`config.mk`:
```
export PLATFORM = sky130hd
export DESIGN_NAME = if_fetch_unit
export DESIGN_NICKNAME = d
export VERILOG_FILES = /design/src/rtl/if_fetch_unit.sv
export SDC_FILE = /design/constraint.sdc
export NUM_CORES = 1
export LEC_CHECK = 0
export CAP_MARGIN = 20
export CORE_MARGIN = 2
export CORE_UTILIZATION = 43
export DETAILED_ROUTE_END_ITERATION = 16
export MAX_ROUTING_LAYER = met4
export PLACE_DENSITY = 0.87
export SETUP_SLACK_MARGIN = 0.1
export SYNTH_ARGS = -nofsm -noshare
export SYNTH_HDL_FRONTEND = slang
export SYNTH_SLANG_ARGS = --single-unit
```
`constraint.sdc`:
```
create_clock -name Clk_In -period 5.12 [get_ports Clk_In]
set_input_delay 1.024 -clock Clk_In [delete_from_list [all_inputs] [get_ports Clk_In]]
set_output_delay 1.024 -clock Clk_In [all_outputs]
set_load 0.03 [all_outputs]
```
`src/rtl/if_fetch_unit.sv`:
```
// Instruction-fetch stage: owns the PC and drives a 1-cycle synchronous-read instruction memory.
// It handles branch/jump redirects, stalls and halt, and delivers {instr, pc, valid} to IF/ID.
module if_fetch_unit #(
  parameter int unsigned         ISIZE    = 18,
  parameter int unsigned         DSIZE    = 16,
  parameter logic [DSIZE-1:0]    RESET_PC = '0
) (
  input  logic             Clk_In,
  input  logic             Rst_In,
  input  logic             Stall_In,
  input  logic             Branch_Taken_In,
  input  logic [DSIZE-1:0] Branch_Target_In,
  input  logic             Jump_In,
  input  logic [DSIZE-1:0] Jump_Target_In,
  input  logic             Halt_In,
  output logic [DSIZE-1:0] Imem_Add_Out,
  input  logic [ISIZE-1:0] Imem_Data_In,
  output logic [ISIZE-1:0] Instr_Out,
  output logic [DSIZE-1:0] PC_Out,
  output logic [DSIZE-1:0] PC_Plus1_Out,
  output logic             Valid_Out,
  output logic [DSIZE-1:0] Fetch_Count_Out
);

  typedef enum logic [1:0] {StPrime, StRun, StHalt} state_e;

  state_e           r_state;
  state_e           w_state_next;
  logic [DSIZE-1:0] r_pc;
  logic [DSIZE-1:0] w_next_pc;
  logic [DSIZE-1:0] r_count;
  logic             w_redirect;
  logic             w_valid;
  logic             w_count_inc;

  always_comb begin
    w_redirect   = (r_state == StRun) & (Branch_Taken_In | Jump_In);
    w_valid      = (r_state == StRun) & ~w_redirect;
    w_next_pc    = r_pc;
    w_state_next = r_state;
    unique case (r_state)
      StPrime: w_state_next = StRun;
      StRun: begin
        if (Branch_Taken_In) begin
          w_next_pc = Branch_Target_In;
        end else if (Jump_In) begin
          w_next_pc = Jump_Target_In;
        end else if (Stall_In || Halt_In) begin
          w_next_pc = r_pc;
        end else begin
          w_next_pc = r_pc + 1'b1;
        end
        if (Halt_In && !w_redirect) begin
          w_state_next = StHalt;
        end
      end
      StHalt:  w_state_next = StHalt;
      default: w_state_next = StPrime;
    endcase
    w_count_inc = w_valid & ~Stall_In & (r_count != {DSIZE{1'b1}});
  end

  // The memory is addressed with the PC we are about to hold, so its registered data matches r_pc.
  assign Imem_Add_Out    = w_next_pc;
  assign Instr_Out       = Imem_Data_In;
  assign PC_Out          = r_pc;
  assign PC_Plus1_Out    = r_pc + 1'b1;
  assign Valid_Out       = w_valid;
  assign Fetch_Count_Out = r_count;

  always_ff @(posedge Clk_In or posedge Rst_In) begin
    if (Rst_In) begin
      r_state <= StPrime;
      r_pc    <= RESET_PC;
      r_count <= '0;
    end else begin
      r_state <= w_state_next;
      r_pc    <= w_next_pc;
      if (w_count_inc) begin
        r_count <= r_count + 1'b1;
      end
    end
  end

endmodule

```
# Word-level counts from Yosys, hierarchy flattened
# Cells that the tools add are included.
# op_classes
n_bitwise	7
n_addsub	2
mux	6
eq_ne	4
n_reduce_logical	4
# op_table
operator	count
2-to-1 mux 16 bit	4
adder 16 x 1 -> 16 bit (second input constant)	2
inequality test 16 bit (second input constant)	1
case mux 2 bit (3 select lines)	1
AND 1 bit	4
equality test 2 x 1 -> 1 bit (second input constant)	1
equality test 2 bit (second input constant)	1
zero test 2 bit	1
2-to-1 mux 2 bit	1
inequality test 2 x 1 -> 1 bit (second input constant)	1
inverter 1 bit	2
logical AND 1 bit	1
zero test 1 bit	1
logical OR 1 bit	1
bitwise OR 1 bit	1
# totals
out_inout_bits	83
in_bits	56
regBits	34
wordCells	26

# Depth between registers and ports, before layout
# Gate-level depths: netlist of the first run.
# depth
depth_word	6
mapped_depth	7
depth_no_buf	6

# Worst setup path before layout of the first run
# OpenSTA, ideal clock, no wires.
# synth_timing
path_type	input port to output port
start	in Stall_In
end	out Imem_Add_Out[13]
slack_ps	1401
arrival_time_ps	2695
path_stages	5
required_ps	4096
n_path_buf	1
path_cell_list	or2_2 clkbuf_1 a221oi_1 a21oi_1 a221oi_1
# synth_between
elab_chain_cells	5
# synth_lines
element	line_no	text
from (decl)	10	input logic Stall_In,
logical OR 1 bit	48	end else if (Stall_In || Halt_In) begin
2-to-1 mux 16 bit	48	
2-to-1 mux 16 bit	46	end else if (Jump_In) begin
2-to-1 mux 16 bit	44	if (Branch_Taken_In) begin
2-to-1 mux 16 bit	41	unique case (r_state)
to (decl)	16	output logic [DSIZE-1:0] Imem_Add_Out,
# No other way between the ends.

# Final worst setup path of the first run
# layout_timing
start	in Jump_In
end	out Imem_Add_Out[3]
# layout_between
elab_chain_cells	3
# layout_lines
element	line_no	text
from (decl)	13	input logic Jump_In,
2-to-1 mux 16 bit	46	
2-to-1 mux 16 bit	44	
2-to-1 mux 16 bit	41	
# No other way between the ends.

==> results of run 1 <==
## worst register-to-register path, cell delays in order, from the launching register on
cell	delay, ns
dfrtp_1	0.38
inv_1	0.07
ha_1	0.14
buf_4	0.28
or4b_4	0.51
or4_4	0.58
nor3b_2	0.20
xor2_1	0.15
## worst paths after layout
check / slack (ns) / start / cells after the start / endpoint
max: 0.48 / Jump_In / 8 / Imem_Add_Out[3]
max reg2reg: 2.73 / r_state[1] / 7 / Fetch_Count_Out[11]
max in group asynchronous: 3.67 / Rst_In / 3 / PC_Out[15]
min in group asynchronous: 1.13 / Rst_In / 3 / Fetch_Count_Out[0]
min: 0.52 / r_state[1] / 1 / r_state[1]
min reg2reg: 0.52 / r_state[1] / 1 / r_state[1]
## state kept, by name, indices dropped and copies added (netlist names)
register	cells
PC_Out	16
Fetch_Count_Out	16
r_state	2
## through the flow
stage | cells | setup slack (ns)
finish | 458 | 0.4771
global route | 458 | 0.3156
CTS | 458 | 0.5203
detailed placement | 450 | 0.5321
global placement | 450 | 0.5496
floorplan | 305 | 1.401
## synthesized netlist by cell type (all sizes together), types with 3 or more instances
cell	count	share of area, %
a21oi	10	2.0
a221oi	6	2.0
a22oi	3	0.88
a31oi	4	0.97
and3	3	0.73
and4	4	1.4
buf	20	5.9
clkbuf	19	2.8
dfrtp	34	33
ha	4	2.0
inv	9	1.3
mux2	3	1.3
nand2	23	3.4
nand3	20	3.9
nand4	13	3.2
nor2	20	2.9
nor2b	5	1.2
nor3	10	2.1
nor4	7	1.7
o21ai	11	2.1
o22ai	3	0.73
o31ai	3	0.88
or3	3	0.73
or4	4	1.3
xnor2	17	5.8
xor2	13	4.4
## cell type report
type	instances	area, um2
Clock buffer	6	82.58
Timing Repair Buffer	109	1074
Fill cell	496	2196
Tap cell	75	93.84
Sequential cell	34	850.8
Inverter	9	33.78
Clock inverter	2	60.06
Multi-Input combinational cell	223	1460
## cells by family after synthesis
logic type	Yosys count	synth area share (%)
xor+xnor	30	10.24
simple gates	126	26.96
mux	3	1.316
fa+ha+maj	4	1.950
compound gates	60	16.43
flops	34	33.15
buf+inv	48	9.946
## per-layer routing
layer | part of all wire [%] | vias up | track usage [%]
li1 | - | 1256 | -
met1 | 40 | 1276 | 31.37
met2 | 50 | 154 | 40.41
met3 | 6.9 | 33 | 3.333
met4 | 3.2 | 0 | 10.85
met5 | 0 | - | -
## power breakdown
group	switching (mW)	internal [mW]
registers	0.162	0.350
clock network	0.103	0.208
logic	0.781	0.548
==> results.json, run 1 <==
{
  "vias": 2719,
  "die_h_um": 81.25,
  "drtIter0Drc": 289,
  "fin_setup_tns_ns": 0,
  "diodes": 0,
  "finalCritPeriodShare_pct": 90.68,
  "ys_seq_elements": 34,
  "max_freq_mhz": 215.4,
  "ctsHoldBuffers": 0,
  "yosysWarnings": 0,
  "syn_area_um2": 2566,
  "wl_mm": 7.881,
  "final-hold-violation-count": 0,
  "cts_root_buf": "clkbuf_8",
  "status": "completed",
  "cts_num_sinks": 34,
  "clkLatencyLatePin_ns": 0.29,
  "clk_path_buf_depth": 2,
  "die_x_um": 81.25,
  "htreeDepth": 2,
  "cp.arrival_ns": 3.62,
  "grt_antenna_before_repair": 0,
  "ctsResizeCount": 0,
  "crit_buf_inv": 4,
  "power.density_nw_per_um2": 588.7,
  "grt_pass1_wl_mm": 12.34,
  "final_util_pct": 62.47,
  "dieArea_um2": 6602,
  "design_area_um2": 3655,
  "postRouteAntennaNets": 0,
  "synthArstFlopShare_pct": 100.0,
  "hpwl_mm": 5.895,
  "grt_max_degree": 35,
  "std_cell_rows": 28,
  "mostFrequentLayoutCells": "clkdlybuf4s50_1, dfrtp_1, nand2_1, nand3_1, nor2_1",
  "slew_headroom_pct": 49.21,
  "max_stage_delay_ns": 0.68,
  "critical-path-slowest-cell": "clkdlybuf4s50_1",
  "core_area_um2": 5851,
  "grt.overflow.total": 0,
  "initial_core_util_pct": 43.86,
  "peakVddDrop_v": 0.0004571,
  "clk_pin_slew_ns": 0.07,
  "placed_area_um2": 3512,
  "finalPower_mw": 2.152,
  "drv_slew": 0,
  "first_pass_iters": 5,
  "syn_nets": 365,
  "avgSynthCellArea_um2": 8.414,
  "io_buffers": 102,
  "yosysUniqueCellTypes": 54,
  "startpoint_type": "input port",
  "final_common_cell": "clkdlybuf4s50_1",
  "gp_congestion": 0.8979,
  "cts_made_buffers": 5,
  "cts_tree": "yes",
  "synth_flop_cell": "dfrtp_1",
  "postCtsSetupBuffers": 0,
  "ys_seq_area_share_pct": 33.15,
  "rsz0062_at_grt": "false",
  "drc": 0,
  "setup_violations": 0,
  "via_per_inst": 5.937,
  "tightest_slew_ns": 0.7426,
  "clock_skew_ns": 0.008384,
  "leakage_nw": 1.396,
  "syn_inst": 305,
  "cp-end-kind": "output port",
  "drive_gt1_share_pct": 6.789,
  "critical_path_required_ns": 4.10,
  "critical_path_class": "in2out",
  "holdWs_ns": 0.5212,
  "pin_count": 139,
  "worstPathMaxFanout": 11,
  "maxCapViolCount": 0,
  "track_usage_pct": 24.99,
  "period_minus_slack_ns": 4.643,
  "synthToLayoutAreaGrowth_pct": 42.42,
  "synth_edf_count": 0,
  "routedWlPerCell_um": 17.21,
  "grt_pass1_vias": 2617,
  "hp-class": "reg2reg",
  "path_cells": "clkdlybuf4s50_1 > buf_4 > nor2b_1 > buf_4 > nand2_1 > a31oi_1 > o22a_1 > clkdlybuf4s50_1",
  "nets": 442,
  "cp_top_family": "buffers and inverters"
}
Note: power is estimated with default switching activity, not from simulation.
==> run 2: changes to the inputs <==
==> constraint.sdc (replaced) <==
create_clock -name Clk_In -period 5.12 [get_ports Clk_In]
set_input_delay 0.512 -clock Clk_In [delete_from_list [all_inputs] [get_ports Clk_In]]
set_output_delay 0.512 -clock Clk_In [all_outputs]
set_load 0.03 [all_outputs]
==> results.json, run 2 (synthesis results as in run 1) <==
{
  "r2r_end": "Fetch_Count_Out[11]",
  "slew_headroom_pct": 48.57,
  "final_common_cell": "clkdlybuf4s50_1",
  "hpwl_mm": 5.767,
  "cts_tree": "yes",
  "grt_antenna_before_repair": 0,
  "grt_max_degree": 35,
  "drv_slew": 0,
  "critical-path-slowest-cell": "clkdlybuf4s50_1",
  "io_buffers": 102,
  "final-hold-violation-count": 0,
  "leakage_nw": 1.362,
  "min_to": "r_state[1]",
  "gp_congestion": 0.9057,
  "critical_path_class": "in2out",
  "pin_count": 139,
  "crit_buf_inv": 2,
  "min_from": "r_state[1]",
  "synthToLayoutAreaGrowth_pct": 40.08,
  "cts_root_buf": "clkbuf_8",
  "path_cells": "clkdlybuf4s50_1 > nor2b_1 > a222oi_1 > o21ai_0 > clkdlybuf4s50_1",
  "fin_ws_ns": 1.244,
  "via_per_inst": 5.870,
  "peakVddDrop_v": 0.0004592,
  "dp.cells": 446,
  "final_cells": 453,
  "period_minus_slack_ns": 3.876,
  "critical_path_required_ns": 4.61,
  "design_area_um2": 3595,
  "rr_startpoint": "r_state[1]",
  "startpoint_type": "input port",
  "postRouteAntennaNets": 0,
  "hp-class": "reg2reg",
  "power.density_nw_per_um2": 581.7,
  "dp_slack_ns": 1.315,
  "postCtsSetupBuffers": 0,
  "clkLatencyLatePin_ns": 0.29,
  "final_util_pct": 61.44,
  "ctsHoldBuffers": 0,
  "fin_setup_tns_ns": 0,
  "dieArea_um2": 6602,
  "ctsResizeCount": 0,
  "maxCapViolCount": 0,
  "cts_num_sinks": 34,
  "cp_top_family": "buffers and inverters",
  "cpMostUsedCell": "clkdlybuf4s50_1",
  "diodes": 0,
  "first_pass_iters": 4,
  "setup_violations": 0,
  "wl_mm": 7.712,
  "max_stage_delay_ns": 0.94,
  "grt_pass1_wl_mm": 12.26,
  "clk_path_buf_depth": 2,
  "track_usage_pct": 24.65,
  "routedWlPerCell_um": 17.02,
  "core_area_um2": 5851,
  "r2r_setup_slack_ns": 2.70,
  "cts_made_buffers": 5,
  "drive_gt1_share_pct": 5.556,
  "clk_pin_slew_ns": 0.07,
  "die_x_um": 81.25,
  "tightest_slew_ns": 0.7698,
  "max_freq_mhz": 258.0,
  "status": "completed",
  "grt_pass1_vias": 2538,
  "holdWs_ns": 0.5135,
  "htreeDepth": 2,
  "cp-end-kind": "output port",
  "initial_core_util_pct": 43.86,
  "vias": 2659,
  "cp.arrival_ns": 3.36,
  "die_h_um": 81.25,
  "nets": 438,
  "rr_worst_depth": 7,
  "drc": 0,
  "rsz0062_at_grt": "false",
  "fill_cells": 492,
  "placed_area_um2": 3482,
  "worstPathMaxFanout": 25,
  "std_cell_rows": 28,
  "finalCritPeriodShare_pct": 75.71,
  "finalPower_mw": 2.091,
  "drtIter0Drc": 212,
  "whs_path_depth": 1,
  "mostFrequentLayoutCells": "clkdlybuf4s50_1, dfrtp_1, nand2_1, nand3_1, nor2_1",
  "clock_skew_ns": 0.007720,
  "grt.overflow.total": 0
}
==> run 2: cell count changes in the layout (fill, tap and decap cells not counted), sizes merged <==
cell | before | now
bufinv | 2 | 1
buf | 7 | 3
==> run 2: how the worst max path moves through the flow <==
stage	from	to	slack, ns	cells after the start
floorplan	PC_Out[3]	Imem_Add_Out[13]	2.41	5
global placement	Jump_In	Imem_Add_Out[2]	1.36	6
detailed placement	Jump_In	Imem_Add_Out[1]	1.32	5
CTS	Jump_In	Imem_Add_Out[2]	1.32	6
global route	Jump_In	Imem_Add_Out[2]	1.05	6
finish	Jump_In	Imem_Add_Out[1]	1.24	5
==> run 2: layout make-up <==
cell class | count | area, um2 | area share [%]
clock inverters | 1 | 30.03 | 0.8354
clock buffers | 6 | 82.58 | 2.297
flip-flops and latches | 34 | 850.8 | 23.67
multi-input cells | 223 | 1460 | 40.62
inverters | 9 | 33.78 | 0.9398
repair buffers | 105 | 1044 | 29.03
well taps | 75 | 93.84 | 2.611
==> run 2: layer usage <==
layer / GRT usage (%) / routed length (um) / vias up
met5: - / 0 / -
met4: 10.00 / 161 / 0
met3: 3.556 / 590 / 20
met2: 39.92 / 3840 / 114
met1: 31.00 / 3119 / 1275
li1: - / - / 1250
==> run 2: where the power goes <==
part	internal, mW	switching [mW]	leakage, nW
combinational	0.546	0.776	0.870
clock	0.156	0.103	0.0573
sequential	0.350	0.161	0.435
==> run 3: changes to the inputs <==
Settings changed: CORE_UTILIZATION 43 to 40, PLACE_DENSITY 0.87 to 0.82.
Clock period 5.12 ns to 3.84 ns, I/O delays scaled along.
==> results.json, run 3 (synthesis results as in run 1) <==
{
  "nets": 441,
  "finalCritPeriodShare_pct": 87.33,
  "htreeDepth": 2,
  "clk_path_buf_depth": 2,
  "pin_count": 139,
  "final-hold-violation-count": 0,
  "die_x_um": 84.10,
  "hpwl_mm": 5.770,
  "final_common_cell": "clkdlybuf4s50_1",
  "clock_skew_ns": 0.009277,
  "cts_root_buf": "clkbuf_8",
  "dp.cells": 451,
  "fin_setup_tns_ns": 0,
  "cts_num_sinks": 34,
  "grt_pass1_wl_mm": 11.94,
  "ctsHoldBuffers": 0,
  "routedWlPerCell_um": 16.40,
  "ctsResizeCount": 0,
  "gp_congestion": 0.8329,
  "final_cells": 459,
  "drive_gt1_share_pct": 6.283,
  "core_area_um2": 6277,
  "first_pass_iters": 6,
  "power.density_nw_per_um2": 754.1,
  "mostFrequentLayoutCells": "clkdlybuf4s50_1, dfrtp_1, nand2_1, nand3_1, nor2_1",
  "startpoint_type": "flop",
  "initial_core_util_pct": 40.88,
  "drv_slew": 0,
  "cts_tree": "yes",
  "io_buffers": 102,
  "clk_pin_slew_ns": 0.08,
  "dieArea_um2": 7072,
  "synthToLayoutAreaGrowth_pct": 40.22,
  "grt.overflow.total": 0,
  "critical_path_class": "reg2out",
  "final_util_pct": 57.33,
  "status": "completed",
  "postRouteAntennaNets": 0,
  "placed_area_um2": 3507,
  "slew_headroom_pct": 51.69,
  "via_per_inst": 5.817,
  "setup_violations": 0,
  "diodes": 0,
  "leakage_nw": 1.367,
  "tightest_slew_ns": 0.7063,
  "max_freq_mhz": 298.2,
  "grt_max_degree": 35,
  "vias": 2670,
  "maxCapViolCount": 0,
  "design_area_um2": 3598,
  "std_cell_rows": 29,
  "wl_mm": 7.529,
  "clkLatencyLatePin_ns": 0.28,
  "period_minus_slack_ns": 3.354,
  "track_usage_pct": 21.29,
  "critical_path_required_ns": 3.46,
  "worstPathMaxFanout": 9,
  "dp_slack_ns": 0.5105,
  "grt_pass1_vias": 2431,
  "peakVddDrop_v": 0.0006545,
  "die_h_um": 84.10,
  "cts_made_buffers": 5,
  "cp-end-kind": "output port",
  "drc": 0,
  "postCtsSetupBuffers": 0,
  "grt_antenna_before_repair": 0,
  "drtIter0Drc": 177,
  "rsz0062_at_grt": "false",
  "cp.arrival_ns": 2.97,
  "fin_ws_ns": 0.4865,
  "hp-class": "in2async"
}
[run 3: cell count changes in the layout (fill, tap and decap cells not counted)]
cell       before  now
bufinv_16       1    0
buf_4           3    6
clkbuf_1        0    1
clkinv_2        0    1
[run 3: power by group]
group          internal (mW)  switching, mW
combinational          0.731           1.03
sequential             0.466          0.215
clock                  0.145          0.131
total                   1.34           1.37
[run 3: final timing paths]
path                                  endpoint  slack (ns)           startpoint  cells after the start
setup / recovery              Imem_Add_Out[14]        0.49            PC_Out[0]                      7
hold / removal                      PC_Out[15]        0.50               Rst_In                      3
setup reg to reg           Fetch_Count_Out[11]        1.40           r_state[1]                      7
hold reg to reg            Fetch_Count_Out[13]        0.51  Fetch_Count_Out[13]                      1
max in group asynchronous   Fetch_Count_Out[3]        3.02               Rst_In                      3
min in group Clk_In        Fetch_Count_Out[13]        0.51  Fetch_Count_Out[13]                      1
[run 3: routing by layer]
layer | GRT usage [%] | routed length (um) | up-vias
met5 | - | 0 | -
met4 | 5.425 | 112 | 0
met3 | 4.055 | 490 | 8
met2 | 32.97 | 3653 | 131
met1 | 28.74 | 3273 | 1270
li1 | - | - | 1261
[run 3: final cells by class]
type | instances | area [um2]
clock buffer | 7 | 86.33
clock inverter | 1 | 5.005
fill | 588 | 2679
inverter | 9 | 33.78
multi-input combinational | 223 | 1460
sequential | 34 | 850.8
tap | 77 | 96.34
timing repair buffer | 108 | 1066
[run 3: critical path: stages (launching register included)]
cell and delay, ns:
dfrtp_1 0.52, ha_1 0.35, nand4_1 0.13, buf_4 0.19, nor4_1 0.41, or3b_2 0.21, o2111a_1 0.20, clkdlybuf4s50_1 0.68
[run 3: metrics by stage]
stage	power (mW)	hold WS, ns
final	2.714	0.5040
after global routing	2.856	0.5503
after CTS	2.722	0.5158
after detailed placement	2.437	0.5025
after global placement	2.411	0.4883
after floorplan	1.734	0.4806
